--- config.mk ---
export PLATFORM = sky130hd
export DESIGN_NAME = data_memory_map
export DESIGN_NICKNAME = d
export VERILOG_FILES = /design/src/rtl/data_memory_map.sv
export SDC_FILE = /design/constraint.sdc
export NUM_CORES = 2
export LEC_CHECK = 0
export ABC_CLOCK_PERIOD_IN_PS = 14900
export CAP_MARGIN = 20
export CORE_UTILIZATION = 50
export CTS_CLUSTER_SIZE = 10
export DETAILED_ROUTE_END_ITERATION = 8
export GPL_TIMING_DRIVEN = 0
export PLACE_DENSITY = 0.68
export SLEW_MARGIN = 0
export SYNTH_ARGS = -nofsm -noshare
export SYNTH_HDL_FRONTEND = slang
export SYNTH_SLANG_ARGS = --single-unit
--- constraint.sdc ---
create_clock -name clk -period 14.9 [get_ports clk]
set_clock_uncertainty 0.15 [all_clocks]
set_input_delay 4.47 -clock clk [delete_from_list [all_inputs] [get_ports clk]]
set_output_delay 4.47 -clock clk [all_outputs]
set_load 0.02 [all_outputs]
--- src/rtl/data_memory_map.sv ---
// data_memory_map: data-side memory map for the single-cycle core.
// Decodes word accesses to a data RAM, a GPIO block and an 8N1 UART
// transmitter. Loads are combinational; stores and peripheral state
// update on the rising clock edge.
module data_memory_map #(
    parameter int unsigned DATA_WIDTH   = 32,
    parameter int unsigned ADDR_WIDTH   = 32,
    parameter int unsigned RAM_DEPTH    = 64,
    parameter int unsigned CLKS_PER_BIT = 16
) (
    input  logic                  clk,
    input  logic                  rst,
    input  logic                  MemWrite,
    input  logic                  MemRead,
    input  logic [ADDR_WIDTH-1:0] addr,
    input  logic [DATA_WIDTH-1:0] wdata,
    output logic [DATA_WIDTH-1:0] data_o_map,
    input  logic [7:0]            gpio_in,
    output logic [7:0]            gpio_out,
    output logic                  uart_tx
);

    localparam int unsigned RAM_AW    = $clog2(RAM_DEPTH);
    localparam int unsigned BAUD_W    = (CLKS_PER_BIT > 1) ? $clog2(CLKS_PER_BIT) : 1;
    localparam logic [BAUD_W-1:0] BAUD_LAST = BAUD_W'(CLKS_PER_BIT - 1);

    localparam logic [ADDR_WIDTH-1:0] RAM_BASE       = ADDR_WIDTH'(32'h1001_0000);
    localparam logic [ADDR_WIDTH-1:0] UART_TX_ADDR   = ADDR_WIDTH'(32'h1001_0400);
    localparam logic [ADDR_WIDTH-1:0] UART_STAT_ADDR = ADDR_WIDTH'(32'h1001_0404);
    localparam logic [ADDR_WIDTH-1:0] GPIO_OUT_ADDR  = ADDR_WIDTH'(32'h1001_0408);
    localparam logic [ADDR_WIDTH-1:0] GPIO_IN_ADDR   = ADDR_WIDTH'(32'h1001_040C);

    typedef enum logic [1:0] {
        ST_IDLE,
        ST_START,
        ST_DATA,
        ST_STOP
    } uart_state_e;

    // Address decode (byte offset bits are ignored: word accesses only)
    logic              hit_ram;
    logic              hit_uart_tx;
    logic              hit_uart_stat;
    logic              hit_gpio_out;
    logic              hit_gpio_in;
    logic [RAM_AW-1:0] ram_idx;
    logic              unused_addr_bits;

    assign hit_ram       = (addr[ADDR_WIDTH-1:RAM_AW+2] == RAM_BASE[ADDR_WIDTH-1:RAM_AW+2]);
    assign hit_uart_tx   = (addr[ADDR_WIDTH-1:2] == UART_TX_ADDR[ADDR_WIDTH-1:2]);
    assign hit_uart_stat = (addr[ADDR_WIDTH-1:2] == UART_STAT_ADDR[ADDR_WIDTH-1:2]);
    assign hit_gpio_out  = (addr[ADDR_WIDTH-1:2] == GPIO_OUT_ADDR[ADDR_WIDTH-1:2]);
    assign hit_gpio_in   = (addr[ADDR_WIDTH-1:2] == GPIO_IN_ADDR[ADDR_WIDTH-1:2]);
    assign ram_idx       = addr[RAM_AW+1:2];
    assign unused_addr_bits = ^addr[1:0];

    // Data RAM and peripheral state
    logic [DATA_WIDTH-1:0] mem_q [RAM_DEPTH];

    logic [7:0]  gpio_out_q, gpio_out_d;
    logic [7:0]  sync1_q, sync1_d;
    logic [7:0]  sync2_q, sync2_d;

    uart_state_e       state_q, state_d;
    logic [BAUD_W-1:0] baud_q, baud_d;
    logic [2:0]        bit_q, bit_d;
    logic [7:0]        shift_q, shift_d;
    logic              tx_q, tx_d;
    logic              done_q, done_d;
    logic              frame_done;
    logic              busy;

    assign busy     = (state_q != ST_IDLE);
    assign gpio_out = gpio_out_q;
    assign uart_tx  = tx_q;

    // RAM write port; contents deliberately not touched by reset
    always_ff @(posedge clk) begin
        if (MemWrite && hit_ram) begin
            mem_q[ram_idx] <= wdata;
        end
    end

    // GPIO next-state: output register load and 2-flop input synchronizer
    always_comb begin
        gpio_out_d = gpio_out_q;
        if (MemWrite && hit_gpio_out) begin
            gpio_out_d = wdata[7:0];
        end
        sync1_d = gpio_in;
        sync2_d = sync1_q;
    end

    // GPIO registers
    always_ff @(posedge clk) begin
        if (rst) begin
            gpio_out_q <= '0;
            sync1_q    <= '0;
            sync2_q    <= '0;
        end else begin
            gpio_out_q <= gpio_out_d;
            sync1_q    <= sync1_d;
            sync2_q    <= sync2_d;
        end
    end

    // UART state register
    always_ff @(posedge clk) begin
        if (rst) begin
            state_q <= ST_IDLE;
            baud_q  <= '0;
            bit_q   <= '0;
            shift_q <= '0;
            tx_q    <= 1'b1;
            done_q  <= 1'b0;
        end else begin
            state_q <= state_d;
            baud_q  <= baud_d;
            bit_q   <= bit_d;
            shift_q <= shift_d;
            tx_q    <= tx_d;
            done_q  <= done_d;
        end
    end

    // UART next-state: frame sequencing and baud/bit counting
    always_comb begin
        state_d    = state_q;
        baud_d     = baud_q;
        bit_d      = bit_q;
        shift_d    = shift_q;
        frame_done = 1'b0;
        unique case (state_q)
            ST_IDLE: begin
                if (MemWrite && hit_uart_tx) begin
                    state_d = ST_START;
                    baud_d  = '0;
                    bit_d   = '0;
                    shift_d = wdata[7:0];
                end
            end
            ST_START: begin
                if (baud_q == BAUD_LAST) begin
                    state_d = ST_DATA;
                    baud_d  = '0;
                    bit_d   = '0;
                end else begin
                    baud_d = baud_q + BAUD_W'(1);
                end
            end
            ST_DATA: begin
                if (baud_q == BAUD_LAST) begin
                    baud_d = '0;
                    if (bit_q == 3'd7) begin
                        state_d = ST_STOP;
                    end else begin
                        bit_d = bit_q + 3'd1;
                    end
                end else begin
                    baud_d = baud_q + BAUD_W'(1);
                end
            end
            ST_STOP: begin
                if (baud_q == BAUD_LAST) begin
                    state_d    = ST_IDLE;
                    baud_d     = '0;
                    frame_done = 1'b1;
                end else begin
                    baud_d = baud_q + BAUD_W'(1);
                end
            end
            default: state_d = ST_IDLE;
        endcase
    end

    // UART outputs: registered line level from the next state; sticky done
    // with frame completion taking priority over a status-write clear
    always_comb begin
        unique case (state_d)
            ST_START: tx_d = 1'b0;
            ST_DATA:  tx_d = shift_d[bit_d];
            default:  tx_d = 1'b1;
        endcase
        done_d = done_q;
        if (MemWrite && hit_uart_stat) begin
            done_d = 1'b0;
        end
        if (frame_done) begin
            done_d = 1'b1;
        end
    end

    // Combinational load mux; zero when not reading or target is unreadable
    always_comb begin
        data_o_map = '0;
        if (MemRead) begin
            if (hit_ram) begin
                data_o_map = mem_q[ram_idx];
            end else if (hit_uart_stat) begin
                data_o_map[1:0] = {done_q, busy};
            end else if (hit_gpio_out) begin
                data_o_map[7:0] = gpio_out_q;
            end else if (hit_gpio_in) begin
                data_o_map[7:0] = sync2_q;
            end
        end
    end

endmodule

==> results.py <==
metrics = {
    "pwr": {
        "internal_power_mw": 9.43,
        "power.total_mw": 11.9,
        "p_sw_mw": 2.46,
        "power.density_nw_per_um2": 129,
        "power_frac_seq": 0.543,
        "p_comb_frac": 0.049,
        "clock_power_share": 0.407,
        "p_sw_frac": 0.207,
        "power.leakage_nw": 28.3,
        "irDropWorstVdd_v": 0.000139,
    },
    "routing": {
        "postRouteWirelength_mm": 203,
        "highest_layer": "met5",
        "met1_length_mm": 76.8,
        "drc": 0,
        "first_iter_violations": 5383,
        "wl_per_cell_um": 34.9,
        "ant_nets": 0,
        "vias": 37800,
        "met2_length_mm": 99.6,
        "dr_wl_met3_mm": 21.1,
        "drtPass1Iterations": 5,
        "vias_per_cell": 6.51,
    },
    "critical_path": {
        "crit_family": "buffers and inverters",
        "crit_chain": "clkbuf_1 > clkbuf_1 > clkbuf_1 > mux4_2 > mux4_2 > mux4_2 > and3_1 > clkdlybuf4s50_1",
        "critPathArrivalTime_ps": 9110,
        "worst-path-stages": 8,
        "critPathMaxStageDelay_ps": 940,
        "worstSetupPathType": "input port to output port",
        "r2r_end": "uart_tx$_SDFF_PP1_",
        "r2r_slack_ps": 12120,
        "regToRegStartpoint": "state_q[1]$_SDFF_PP0_",
        "worstRegToRegCells": 7,
        "slowest_stage": "clkbuf_1",
        "path_max_fanout": 10,
        "critPathCaptureType": "output port",
        "critPathLaunchType": "input port",
        "crit_buf_inv": 4,
        "cp.required_ps": 10280,
    },
    "synthesis": {
        "syn_inst": 3242,
        "synth-edff-count": 2048,
        "ys_seq_area_frac": 0.781,
        "synthesis.nets": 3320,
        "synth_flop_cell": "edfxtp_1",
        "netlist.area_leader.share": 0.770,
        "synthTopCellsByCount": "edfxtp_1, mux4_2, clkbuf_1",
        "synth_most_common_cell": "edfxtp_1",
        "yosysWarnings": 0,
        "synth_area_per_cell_um2": 24.6,
        "synth_area_leaders": "edfxtp_1, mux4_2, dfxtp_1",
        "ys_ff_latch": 2091,
        "async_flop_share": 0,
        "yosysTopAreaCell": "edfxtp_1",
        "ys_types": 39,
        "syn_area_um2": 79800,
    },
    "floorplan": {
        "ioPinCount": 117,
        "die_h_um": 402,
        "fp.dieArea_um2": 161000,
        "die_x_um": 402,
        "rows": 146,
        "start_util": 0.504,
        "core_um2": 158000,
    },
    "placed_design": {
        "portBuffers": 109,
        "hpwlAfterDp_mm": 133,
        "dp_cells": 5531,
        "dp_worst_setup_slack_ps": 1220,
        "dpl_cell_area_um2": 86100,
        "gp_congestion": 0.867,
    },
    "cells_and_area": {
        "post-route-util": 0.582,
        "fin_cells": 5807,
        "n_fill_cell": 10900,
        "areaGrowthSynthToFinish_pct": 15.5,
        "drive_gt1_frac": 0.321,
        "stdcell_area_um2": 92200,
        "fin_nets": 3772,
    },
    "clock_network": {
        "cts_buffers": 228,
        "clk_transition_reported_paths_ps": 60,
        "cts_num_sinks": 2091,
        "cts_tree": "yes",
        "cts_setup_buffers": 0,
        "clkLatencyLatePin_ps": 860,
        "htreeDepth": 4,
        "clock_path_buffers": 3,
        "cts_hold_buf": 0,
        "cts_resized": 0,
        "cts-root-buf": "clkbuf_16",
    },
    "global_route": {
        "track_usage": 0.254,
        "gr-total-overflow": 0,
        "grt_max_degree": 65,
        "antenna_found_initial": 17,
        "grt_pass1_wl_mm": 286,
        "grt_pass1_vias": 38300,
    },
    "timing": {
        "timing.hold.ws_ps": 286,
        "finalCriticalPeriod_ps": 13730,
        "tns_ps": 0,
        "slew_viol_final": 0,
        "setup_viol": 0,
        "rsz0062_at_grt": "false",
        "slew_headroom": 0.209,
        "setup_ws_ps": 1170,
        "fmax_mhz": 72.8,
        "period_share": 0.922,
        "finalHoldViolCount": 0,
        "tightest_slew_ps": 1190,
    },
    "outcome": {
        "status": "completed",
    },
    "worst_hold_path": {
        "hp-class": "register to register",
        "holdPathStages": 1,
        "hold_end": "sync2_q[0]$_SDFF_PP0_",
        "worstHoldStart": "sync1_q[0]$_SDFF_PP0_",
    },
    "job": {
        "cap_violations": 0,
    },
}
-- logic make-up (layout without fill, tap and decap cells) --
| logic type | count (synthesis) | count (layout) | share of synthesized area |
|---|---|---|---|
| fa+ha+maj | 2 | 2 | 0.000313 |
| buf+inv | 177 | 669 | 0.00937 |
| other cells | 0 | 1 | 0 |
| compound gates | 64 | 64 | 0.00459 |
| flops | 2091 | 2091 | 0.781 |
| mux | 677 | 677 | 0.190 |
| simple gates | 231 | 231 | 0.0142 |
-- sequential cells by signal, indices dropped and copies added (netlist names) --
signal	count
bit_q	3
uart_tx	1
mem_q	2048
done_q	1
gpio_out	8
sync1_q	8
baud_q	4
shift_q	8
sync2_q	8
state_q	2
-- how the worst max path moves through the flow --
| stage | start | end |
|---|---|---|
| 6_report | addr[3] | data_o_map[8] |
| 5_1_grt | addr[3] | data_o_map[31] |
| 2_1_floorplan | addr[2] | data_o_map[2] |
| 4_1_cts | addr[3] | data_o_map[8] |
| 3_5_place_dp | addr[3] | data_o_map[8] |
| 3_3_place_gp | addr[3] | data_o_map[8] |
-- power by group through the flow --
stage	Sequential, mW	Clock [mW]	Combinational (mW)
2_1_floorplan	6.58	0	0.293
4_1_cts	6.46	4.88	0.583
6_report	6.46	4.84	0.588
3_5_place_dp	6.58	0	0.581
5_1_grt	6.45	5.09	0.612
3_3_place_gp	6.59	0	0.544
-- layout by cell type, fill, tap and decap left out, types with 5 or more instances in the layout --
cell	Yosys	routed
mux2_2	5	5
buf_8	0	11
and3_1	28	28
clkbuf_16	0	230
clkbuf_1	106	130
nor3_1	6	5
a21oi_1	28	28
nor2_4	0	64
nor4_1	5	5
buf_12	0	81
nand2_1	44	44
a22oi_1	8	8
buf_1	9	9
nor2b_1	24	24
o21ai_0	16	16
dfxtp_1	43	43
buf_2	58	90
mux4_2	672	672
clkdlybuf4s50_1	0	77
nand3_1	25	25
buf_16	0	21
edfxtp_1	2048	2048
nor2_1	74	10
-- layer usage --
layer | vias to the layer above | GRT usage
met1 | 20500 | 0.351
met4 | 18 | 0.0706
li1 | 14900 | -
met5 | - | 0
met3 | 344 | 0.0601
met2 | 2057 | 0.407
-- layout make-up --
type	count	area (um^2)	area share
Sequential cell	2091	62400	0.676
Buffer	176	748	0.00811
Tap cell	2072	2590	0.0281
Inverter	1	3.75	0.0000407
Antenna cell	1	2.50	0.0000271
Clock inverter	12	144	0.00156
Clock buffer	258	5870	0.0637
Timing Repair Buffer	222	3300	0.0357
Multi-Input combinational cell	974	17200	0.187
(Power assumes the default switching activity.)
